**src/rtl/fetcher_pkg.sv**
```systemverilog
// rtl/fetcher_pkg.sv - shared widths, data constants and fetch state encoding
// Purpose: common definitions imported by the fetcher top and its icache.
// Ports: none (package).
package fetcher_pkg;

  localparam int INS_WIDTH  = 32;
  localparam int ADDR_WIDTH = 32;

  localparam logic [INS_WIDTH-1:0] ZERO_DATA = '0;

  // RUN : looking up / issuing from the cache
  // MISS: waiting for memory to return the word at pc
  // DROP: a flush arrived mid-miss; memory cannot abort, so the word is
  //       still filled into the cache but never issued
  typedef enum logic [1:0] {
    ST_RUN  = 2'd0,
    ST_MISS = 2'd1,
    ST_DROP = 2'd2
  } fetch_state_e;

  // Sequential next PC; wraps modulo 2^32.
  function automatic logic [ADDR_WIDTH-1:0] pc_plus4(input logic [ADDR_WIDTH-1:0] pc);
    return pc + ADDR_WIDTH'(4);
  endfunction

endpackage

```
**src/rtl/fetcher_icache.sv**
```systemverilog
// rtl/fetcher_icache.sv - direct-mapped instruction cache, one word per line
// Purpose: tag/data/valid storage with combinational lookup and a synchronous
//          fill port. Valid bits clear asynchronously on rst.
// Ports:
//   clk, rst           clock, asynchronous active-high reset
//   rd_addr            lookup byte address (low two bits ignored)
//   rd_hit, rd_data    combinational hit flag and line data
//   wr_en              fill strobe
//   wr_addr, wr_data   fill byte address and word
module fetcher_icache
  import fetcher_pkg::*;
#(
  parameter int LINES = 16
) (
  input  logic                  clk,
  input  logic                  rst,
  input  logic [ADDR_WIDTH-1:0] rd_addr,
  output logic                  rd_hit,
  output logic [INS_WIDTH-1:0]  rd_data,
  input  logic                  wr_en,
  input  logic [ADDR_WIDTH-1:0] wr_addr,
  input  logic [INS_WIDTH-1:0]  wr_data
);

  localparam int IDX_W = $clog2(LINES);
  localparam int TAG_W = ADDR_WIDTH - IDX_W - 2;

  logic [TAG_W-1:0]     tag_mem  [LINES];
  logic [INS_WIDTH-1:0] data_mem [LINES];
  logic [LINES-1:0]     valid;

  logic [IDX_W-1:0] rd_idx, wr_idx;
  logic [TAG_W-1:0] rd_tag, wr_tag;

  assign rd_idx = rd_addr[IDX_W+1:2];
  assign rd_tag = rd_addr[ADDR_WIDTH-1:IDX_W+2];
  assign wr_idx = wr_addr[IDX_W+1:2];
  assign wr_tag = wr_addr[ADDR_WIDTH-1:IDX_W+2];

  // Byte offset bits are always zero for word fetches.
  logic unused_offset_bits;
  assign unused_offset_bits = ^{rd_addr[1:0], wr_addr[1:0]};

  assign rd_hit  = valid[rd_idx] && (tag_mem[rd_idx] == rd_tag);
  assign rd_data = data_mem[rd_idx];

  always_ff @(posedge clk or posedge rst) begin
    if (rst) begin
      valid <= '0;
    end else if (wr_en) begin
      valid[wr_idx] <= 1'b1;
    end
  end

  // Tag/data need no reset: they are only observed through a set valid bit.
  always_ff @(posedge clk) begin
    if (wr_en) begin
      tag_mem[wr_idx]  <= wr_tag;
      data_mem[wr_idx] <= wr_data;
    end
  end

endmodule

```
**src/rtl/fetcher.sv**
```systemverilog
// rtl/fetcher.sv - instruction fetch unit feeding the decoder
// Purpose: holds the PC, looks it up in the icache, fetches misses from
//          memory and issues one instruction per cycle (static not-taken).
// Ports:
//   clk_in, rst_in, rdy_in              clock, async active-high reset, global ready
//   rob_full, rs_full                   downstream stalls
//   rob2fetch_flush/_target_pc          redirect pulse and new PC
//   fetch2mem_enable/_addr              word fetch request (level)
//   mem2fetch_done/_ins                 fetch completion pulse and data
//   fetch2decoder_enable/_ins/_pc       issued instruction (one-cycle pulse)
module fetcher
  import fetcher_pkg::*;
#(
  parameter logic [ADDR_WIDTH-1:0] RESET_PC     = 32'h0,
  parameter int                    ICACHE_LINES = 16
) (
  input  logic                  clk_in,
  input  logic                  rst_in,
  input  logic                  rdy_in,
  input  logic                  rob_full,
  input  logic                  rs_full,
  input  logic                  rob2fetch_flush,
  input  logic [ADDR_WIDTH-1:0] rob2fetch_target_pc,
  output logic                  fetch2mem_enable,
  output logic [ADDR_WIDTH-1:0] fetch2mem_addr,
  input  logic                  mem2fetch_done,
  input  logic [INS_WIDTH-1:0]  mem2fetch_ins,
  output logic                  fetch2decoder_enable,
  output logic [INS_WIDTH-1:0]  fetch2decoder_ins,
  output logic [ADDR_WIDTH-1:0] fetch2decoder_pc
);

  fetch_state_e          state, state_d;
  logic [ADDR_WIDTH-1:0] pc, pc_d;
  logic                  mem_en_d;
  logic [ADDR_WIDTH-1:0] mem_addr_d;
  logic                  dec_en_d;
  logic [INS_WIDTH-1:0]  dec_ins_d;
  logic [ADDR_WIDTH-1:0] dec_pc_d;
  logic                  fill;
  logic                  hit;
  logic [INS_WIDTH-1:0]  hit_data;
  logic                  stall;

  assign stall = rob_full | rs_full;

  // Fill uses the outstanding request address, not pc: in DROP the pc has
  // already moved to the flush target.
  fetcher_icache #(
    .LINES (ICACHE_LINES)
  ) u_icache (
    .clk     (clk_in),
    .rst     (rst_in),
    .rd_addr (pc),
    .rd_hit  (hit),
    .rd_data (hit_data),
    .wr_en   (fill),
    .wr_addr (fetch2mem_addr),
    .wr_data (mem2fetch_ins)
  );

  always_comb begin
    state_d    = state;
    pc_d       = pc;
    mem_en_d   = fetch2mem_enable;
    mem_addr_d = fetch2mem_addr;
    dec_en_d   = 1'b0;
    dec_ins_d  = fetch2decoder_ins;
    dec_pc_d   = fetch2decoder_pc;
    fill       = 1'b0;

    // Not ready: everything holds except the issue pulse, which is cleared so
    // an already-seen instruction is not presented twice after the freeze.
    if (rdy_in) begin
      if (state != ST_RUN && mem2fetch_done) begin
        fill     = 1'b1;
        mem_en_d = 1'b0;
        state_d  = ST_RUN;
      end

      if (rob2fetch_flush) begin
        pc_d = rob2fetch_target_pc;
        if (state == ST_MISS && !mem2fetch_done) begin
          state_d = ST_DROP;
        end
      end else if (state == ST_RUN) begin
        if (!hit) begin
          state_d    = ST_MISS;
          mem_en_d   = 1'b1;
          mem_addr_d = pc;
        end else if (!stall) begin
          dec_en_d  = 1'b1;
          dec_ins_d = hit_data;
          dec_pc_d  = pc;
          pc_d      = pc_plus4(pc);
        end
      end
    end
  end

  always_ff @(posedge clk_in or posedge rst_in) begin
    if (rst_in) begin
      state                <= ST_RUN;
      pc                   <= RESET_PC;
      fetch2mem_enable     <= 1'b0;
      fetch2mem_addr       <= '0;
      fetch2decoder_enable <= 1'b0;
      fetch2decoder_ins    <= ZERO_DATA;
      fetch2decoder_pc     <= '0;
    end else begin
      state                <= state_d;
      pc                   <= pc_d;
      fetch2mem_enable     <= mem_en_d;
      fetch2mem_addr       <= mem_addr_d;
      fetch2decoder_enable <= dec_en_d;
      fetch2decoder_ins    <= dec_ins_d;
      fetch2decoder_pc     <= dec_pc_d;
    end
  end

endmodule

```
**config.mk**
```make
export PLATFORM = sky130hd
export DESIGN_NAME = fetcher
export DESIGN_NICKNAME = d
export VERILOG_FILES = /design/src/rtl/fetcher_pkg.sv /design/src/rtl/fetcher_icache.sv /design/src/rtl/fetcher.sv
export SDC_FILE = /design/constraint.sdc
export NUM_CORES = 1
export LEC_CHECK = 0
export BUFFER_PORTS_ARGS = -buffer_cell sky130_fd_sc_hd__buf_2
export CORE_ASPECT_RATIO = 0.8
export CORE_MARGIN = 1.5
export CORE_UTILIZATION = 48
export DETAILED_ROUTE_END_ITERATION = 10
export GPL_ROUTABILITY_DRIVEN = 0
export PLACE_DENSITY = 0.74
export SYNTH_ARGS = -nofsm -noshare
export SYNTH_HDL_FRONTEND = slang
export SYNTH_SLANG_ARGS = --single-unit
```
**constraint.sdc**
```tcl
create_clock -name clk_in -period 17.6 [get_ports clk_in]
set_clock_uncertainty 0.15 [all_clocks]
set_input_delay 1.76 -clock clk_in [delete_from_list [all_inputs] [get_ports clk_in]]
set_output_delay 1.76 -clock clk_in [all_outputs]
set_load 0.03 [all_outputs]
```
# Word-level counts from Yosys, hierarchy flattened
# Memories as Yosys holds them, arrays and structs flattened. A register that Yosys moved wholly into a read port is not among the register bits.
# Index checks and enable logic that the tools add are counted.
# totals
register_bits	116
latchBits	0
mem_bits_rw	928
rom_bits	0
input_bits	71
output_inout_bits	98
word_cells	59
n_memories	2
# mem_list
name	depth	width	read_ports	rd_ports_with_merged_regs	wr	line	source
u_icache.data_mem	16	32	1	1	1	fetcher_icache.sv:29	logic [INS_WIDTH-1:0] data_mem [LINES];
u_icache.tag_mem	16	26	1	0	1	fetcher_icache.sv:28	logic [TAG_W-1:0] tag_mem [LINES];
# classes
addsub	1
multipliers	0
div	0
order_cmp	3
eq_ne	3
shifts	0
muxes	26
n_bitwise	5
reduce_logical	12
# op_table
op	count
2-to-1 mux 32 bit	4
adder 32 x 3 -> 32 bit (second input constant)	1
equality test 26 bit	1
OR 16 bit	1
2-to-1 mux 1 bit	15
< comparator 4 x 5 -> 1 bit (second input constant)	2
2-to-1 mux 2 bit	5
AND reduction 4 bit	2
nonzero test 2 bit	3
AND reduction 5 bit	1
binary-select mux 1 bit (select 4 bit)	1
demux 1 bit (select 4 bit)	1
greater-or-equal comparator 4 x 1 -> 1 bit (second input constant)	1
logical AND 1 bit	4
NOT 1 bit	3
equality test 2 x 1 -> 1 bit (second input constant)	1
logical NOT 2 bit	1
inequality test 2 bit (second input constant)	1
logical NOT 1 bit	1
OR 1 bit	1

# Logic depth before layout (Yosys ltp)
# depth
ltp_word	7
ltp_mapped	16

# Hierarchy
# A second synthesis with hierarchy kept.
# hier_totals
cells_unflattened	2022
area_unflattened_um2	42273.0
# by_module_without_submodules
mod	n_inst	cells_each	area_each_um2	seq_area_each_um2
fetcher_icache	1	1537	36337.4	28267.1
fetcher	1	485	5935.7	3303.2

# Worst setup path before layout
# Ideal clock, no wire load.
# synth_timing
path_type	input to register
start	input port rdy_in
end	register u_icache.valid[0]
setup_time_ns	0.089
arrival_ns	7.175
t_required_ns	17.361
slack_ns	10.186
cell_stages	6
path_buffers	1
path_cell_list	clkbuf_1 > nand2_1 > or2_2 > or3_1 > nor3_1 > or2_2
# synth_between
elab_chain_len	1
# synth_lines
item	line	source
start: declaration	fetcher.sv:19	input logic rdy_in,
2-to-1 mux 1 bit	fetcher.sv:74	if (rdy_in) begin
end signal: assignment	fetcher_icache.sv:49	valid <= '0;
end signal: indexed assignment	fetcher_icache.sv:51	valid[wr_idx] <= 1'b1;
end: declaration	fetcher_icache.sv:30	logic [LINES-1:0] valid;
# No other way between the ends.
# A chain may end at the register's enable or synchronous reset.

# Worst setup path in the final report
# layout_timing
start	register pc[2]
end	register pc[2]
# layout_between
elab_chain_len	5
# layout_lines
item	line	source
start: declaration	fetcher.sv:34	logic [ADDR_WIDTH-1:0] pc, pc_d;
start signal: assignment	fetcher.sv:112	pc <= pc_d;
adder 32 x 3 -> 32 bit (tied with other cells)	fetcher_pkg.sv:23	return pc + ADDR_WIDTH'(4);
2-to-1 mux 32 bit (tied with other cells)	fetcher.sv:91	end else if (!stall) begin
2-to-1 mux 32 bit or logical AND 1 bit (tied branches)	fetcher.sv:87, fetcher_icache.sv:44	
2-to-1 mux 32 bit or nonzero test 2 bit (tied branches)	n/a	
2-to-1 mux 32 bit or AND reduction 4 bit (tied branches)	n/a	
# Several ways; a longest one is shown, not always the timed one. The select of a mux whose other input is x is not followed.

==> key figures <==
Global routing
  • Initial antenna violation count: 3
  • Global-route wire length before repair: between 150000 and 200000 microns
  • GR Util All Layers: 23.25%
  • Largest net degree at the start of global routing: about 140
  • Residual overflow from global routing: 0
  • Vias in the first global route: ~23000

Timing
  • Tcrit/Tclk final: about a third
  • Achievable clock frequency: 161.5 MHz
  • Time the final worst path needs with I/O delays and setup: ~6.2 ns
  • Tightest Pin Transition: 1.109 ns
  • Setup total negative slack: 0 ns
  • Endpoints failing setup: 0
  • Setup repair after global routing missed its margin: false
  • Normalized max-slew margin: a little over a quarter
  • Final worst hold slack: around 0.31 ns
  • Hold Fails Final Rpt: 0
  • Slew Viols, Final: 0

Place
  • Post-DP HPWL: 58060 microns
  • Count of buffers from port buffering: 168

Synth
  • Yosys cell types: 73
  • Post-synthesis share of cell area spent on and, or, nand and nor gates: under 10%
  • Cell type with the largest total area after synthesis: sky130_fd_sc_hd__edfxtp_1
  • Register bit count reported by yosys: roughly 1100
  • Mean cell area of the mapped netlist: between 15 and 20 sq um
  • Cell area after technology mapping: roughly 43000 sq um
  • Syn Inst Count: 2159
  • Post-synthesis net count: about 2200
  • Yosys top cell area share: between 60% and 70%
  • Multiplexer area fraction after synthesis: 17.22%
  • Fraction of synthesis flops using an asynchronous set or reset pin: 13.75%
  • Post-Synth XOR/XNOR Area: 0.4703%
  • Top FF cell, synth: sky130_fd_sc_hd__edfxtp_1
  • Synth Area in Compound Gates: 3.473%
  • Portion of the post-synthesis area used by sequential elements: between 70% and 80%
  • Count of synthesis-stage warnings from yosys: 0
  • Post-synth EDFFs: approximately 930
  • Synth top area cells: sky130_fd_sc_hd__edfxtp_1 (65%), sky130_fd_sc_hd__mux4_2 (12%), sky130_fd_sc_hd__dfrtp_1 (8.6%), sky130_fd_sc_hd__mux2i_1 (1.9%), sky130_fd_sc_hd__mux2_1 (1.2%)
  • Dominant combinational cell family by area after synthesis: multiplexers
  • Share of synthesized cell area in full adder, half adder and majority cells: less than 1%

Floorplan
  • Placeable core area: between 80000 and 90000 sq um
  • I/O pin total: about 170
  • Starting density of the core: around 50%
  • Die Span X: ~340 microns
  • Number of core rows: 97
  • Die height: ~270 microns
  • Die area: about 91000 sq um

Critical path
  • Capturing point of the worst reg2reg path: pc[2]$_DFFE_PP0P_
  • CP startpoint kind: flop
  • Endpoint type of the worst setup path: flop
  • Data arrival time at the worst-slack endpoint: between 6 and 7 ns
  • Required time reported for the critical path endpoint: approximately 18 ns
  • Setup Crit Path Kind: reg2reg
  • Depth of the most critical reg-to-reg path: 10
  • FF-to-FF Start: pc[2]$_DFFE_PP0P_
  • Minimum setup slack among reg-to-reg paths: 11.41 ns
  • Worst Path Max Fanout: about 130

Clock network
  • Clock Tree Root: sky130_fd_sc_hd__clkbuf_16
  • Number of buffers inserted during clock tree synthesis: between 100 and 150
  • Resize count post-CTS: 0
  • Deepest level of the CTS H-tree: 3
  • Clock insertion delay at the later pin of the skew report: 0.67 ns
  • Clock sinks: 1076
  • CTS Buffer Depth: 3
  • Number of buffers added to fix hold violations after cts: 0
  • CTS clock-pin slew for the worst setup and hold paths: roughly 0.06 ns
  • Setup bufs post-CTS: 0
  • Clock tree from TritonCTS: built

Hold path
  • Worst min-delay path class: reg2reg
  • Depth of the worst hold-timing path: 1
  • Beginning of the worst hold path: u_icache.valid[12]$_DFFE_PP0P_
  • Hold Path End: u_icache.valid[12]$_DFFE_PP0P_

Routing
  • DR iter-0 viols: 2899
  • Count of unresolved DRC violations after routing: 0
  • Post-route antenna net violation count: 0
  • Count of vias placed by the detailed router: between 20000 and 25000
  • Average wire length per cell after detail routing: about 29 microns
  • Final routed wirelength across all metal layers: 104700 microns
  • Routed via count divided by cell count: 6.202
  • Total iterations of the first detailed-routing run: 5

Status
  • Result of the run: finished clean

Power
  • Power density over the cells: between 100 and 150 nW/um^2
  • Post-layout power: 0.006735 W
  • Static leakage power: 16.58 nW
  • VDD IR max: between 0.09 and 0.1 mV

Cells and area
  • Leading cell type in the layout, fill and taps excluded: sky130_fd_sc_hd__edfxtp_1
  • Share of final-layout standard cells stronger than drive strength 1: 28.57%
  • Final Util: ~55%
  • Area growth from synthesis to final layout: 12.98%
  • Commonest cells after routing, fill and taps aside: sky130_fd_sc_hd__edfxtp_1 (928), sky130_fd_sc_hd__mux4_2 (235), sky130_fd_sc_hd__buf_2 (168), sky130_fd_sc_hd__dfrtp_1 (145), sky130_fd_sc_hd__clkbuf_16 (111)
  • Nets@finish: between 2000 and 2500

Run
  • Max capacitance violation total: 0
==> cells in the mapped netlist (12+ instances only) <==
cell type,count
sky130_fd_sc_hd__a21oi_1,34
sky130_fd_sc_hd__nand2_1,56
sky130_fd_sc_hd__a22o_1,15
sky130_fd_sc_hd__buf_4,22
sky130_fd_sc_hd__buf_2,26
sky130_fd_sc_hd__nor3_1,22
sky130_fd_sc_hd__nand3_1,25
sky130_fd_sc_hd__o21ai_1,28
sky130_fd_sc_hd__mux2_2,26
sky130_fd_sc_hd__edfxtp_1,928
sky130_fd_sc_hd__xnor2_1,17
sky130_fd_sc_hd__clkbuf_1,55
sky130_fd_sc_hd__mux2_4,30
sky130_fd_sc_hd__a2bb2oi_1,12
sky130_fd_sc_hd__a31oi_1,16
sky130_fd_sc_hd__inv_1,27
sky130_fd_sc_hd__mux4_2,235
sky130_fd_sc_hd__o22ai_1,12
sky130_fd_sc_hd__mux2_1,46
sky130_fd_sc_hd__o21ai_0,16
sky130_fd_sc_hd__nor2_1,65
sky130_fd_sc_hd__or2_2,20
sky130_fd_sc_hd__mux2i_1,82
sky130_fd_sc_hd__dfrtp_1,148
==> critical path, stage by stage (launching register included) <==
cell and delay (ns):
sky130_fd_sc_hd__dfrtp_4 0.88, sky130_fd_sc_hd__buf_12 0.77, sky130_fd_sc_hd__mux4_2 0.62, sky130_fd_sc_hd__mux2i_1 0.22
sky130_fd_sc_hd__xnor2_1 0.10, sky130_fd_sc_hd__nor4b_1 0.63, sky130_fd_sc_hd__a41oi_1 0.16, sky130_fd_sc_hd__nor4_1 0.50
sky130_fd_sc_hd__nand4_2 0.77, sky130_fd_sc_hd__and2_1 0.71, sky130_fd_sc_hd__o31ai_1 0.34
==> per-stage QoR <==
| stage | worst slack, ns | instances | cell area [sq um] |
|---|---|---|---|
| final | 11.41 | 3629 | 48390 |
| after global routing | 11.07 | 3628 | 48390 |
| after CTS | 11.55 | 3628 | 48390 |
| after detailed placement | 11.59 | 3425 | 44910 |
| after global placement | 11.65 | 3425 | 44910 |
| after floorplan | 10.19 | 2159 | 42830 |
==> how the worst max path moves through the flow <==
| stage | to | from | cells after the start |
|---|---|---|---|
| 2_1_floorplan | u_icache.valid[0]$_DFFE_PP0P_ | rdy_in | 6 |
| 3_3_place_gp | pc[27]$_DFFE_PP0P_ | pc[2]$_DFFE_PP0P_ | 10 |
| 3_5_place_dp | fetch2decoder_pc[15]$_DFFE_PP0P_ | pc[2]$_DFFE_PP0P_ | 11 |
| 4_1_cts | fetch2decoder_pc[15]$_DFFE_PP0P_ | pc[2]$_DFFE_PP0P_ | 11 |
| 5_1_grt | pc[2]$_DFFE_PP0P_ | pc[2]$_DFFE_PP0P_ | 10 |
| 6_report | pc[2]$_DFFE_PP0P_ | pc[2]$_DFFE_PP0P_ | 10 |
==> cell families (layout without fill, tap and decap cells) <==
logic type,after synthesis,in the layout
flip-flops,1076,1076
multiplexers,419,419
AND/OR/NAND/NOR,273,273
AO/OA/AOI/OAI,213,213
buffers and inverters,154,435
XOR/XNOR,23,23
adder cells (fa/ha/maj),1,1
other,0,1
==> routing by layer <==
metal / vias to the layer above / track usage, % / wire length (microns)
met5: - / 0 / 26
met4: 4 / 7.290 / 2786
met3: 209 / 4.990 / 9669
met2: 1213 / 37.15 / 51280
met1: 11871 / 32.17 / 40980
li1: 9210 / - / -
==> power breakdown <==
| part | internal (W) | switching (W) | total (W) | leakage (nW) |
|---|---|---|---|---|
| Sequential | 0.00305 | 0.000263 | 0.00331 | 10.2 |
| Clock | 0.00130 | 0.000938 | 0.00224 | 1.71 |
| Combinational | 0.000515 | 0.000675 | 0.00119 | 4.69 |
| Total | 0.00486 | 0.00188 | 0.00674 | 16.6 |
==> area by class of cell <==
| type | instances | area [sq um] |
|---|---|---|
| diodes | 1 | 2.502 |
| repair buffers | 203 | 1129 |
| multi-input cells | 929 | 10600 |
| clock buffers | 153 | 3025 |
| flip-flops and latches | 1076 | 31580 |
| well taps | 1188 | 1486 |
| fillers | 6426 | 39600 |
| clock inverters | 50 | 449.2 |
| inverters | 29 | 113.9 |
==> flip-flops by register name, indices dropped and copies added (netlist names) <==
register and cells:
fetch2decoder_enable 1, fetch2decoder_ins 32, fetch2decoder_pc 32, fetch2mem_addr 32
fetch2mem_enable 1, pc 32, state 2, u_icache.data_mem 512
u_icache.tag_mem 416, u_icache.valid 16
No activity file was read; power rests on OpenSTA's default activity.
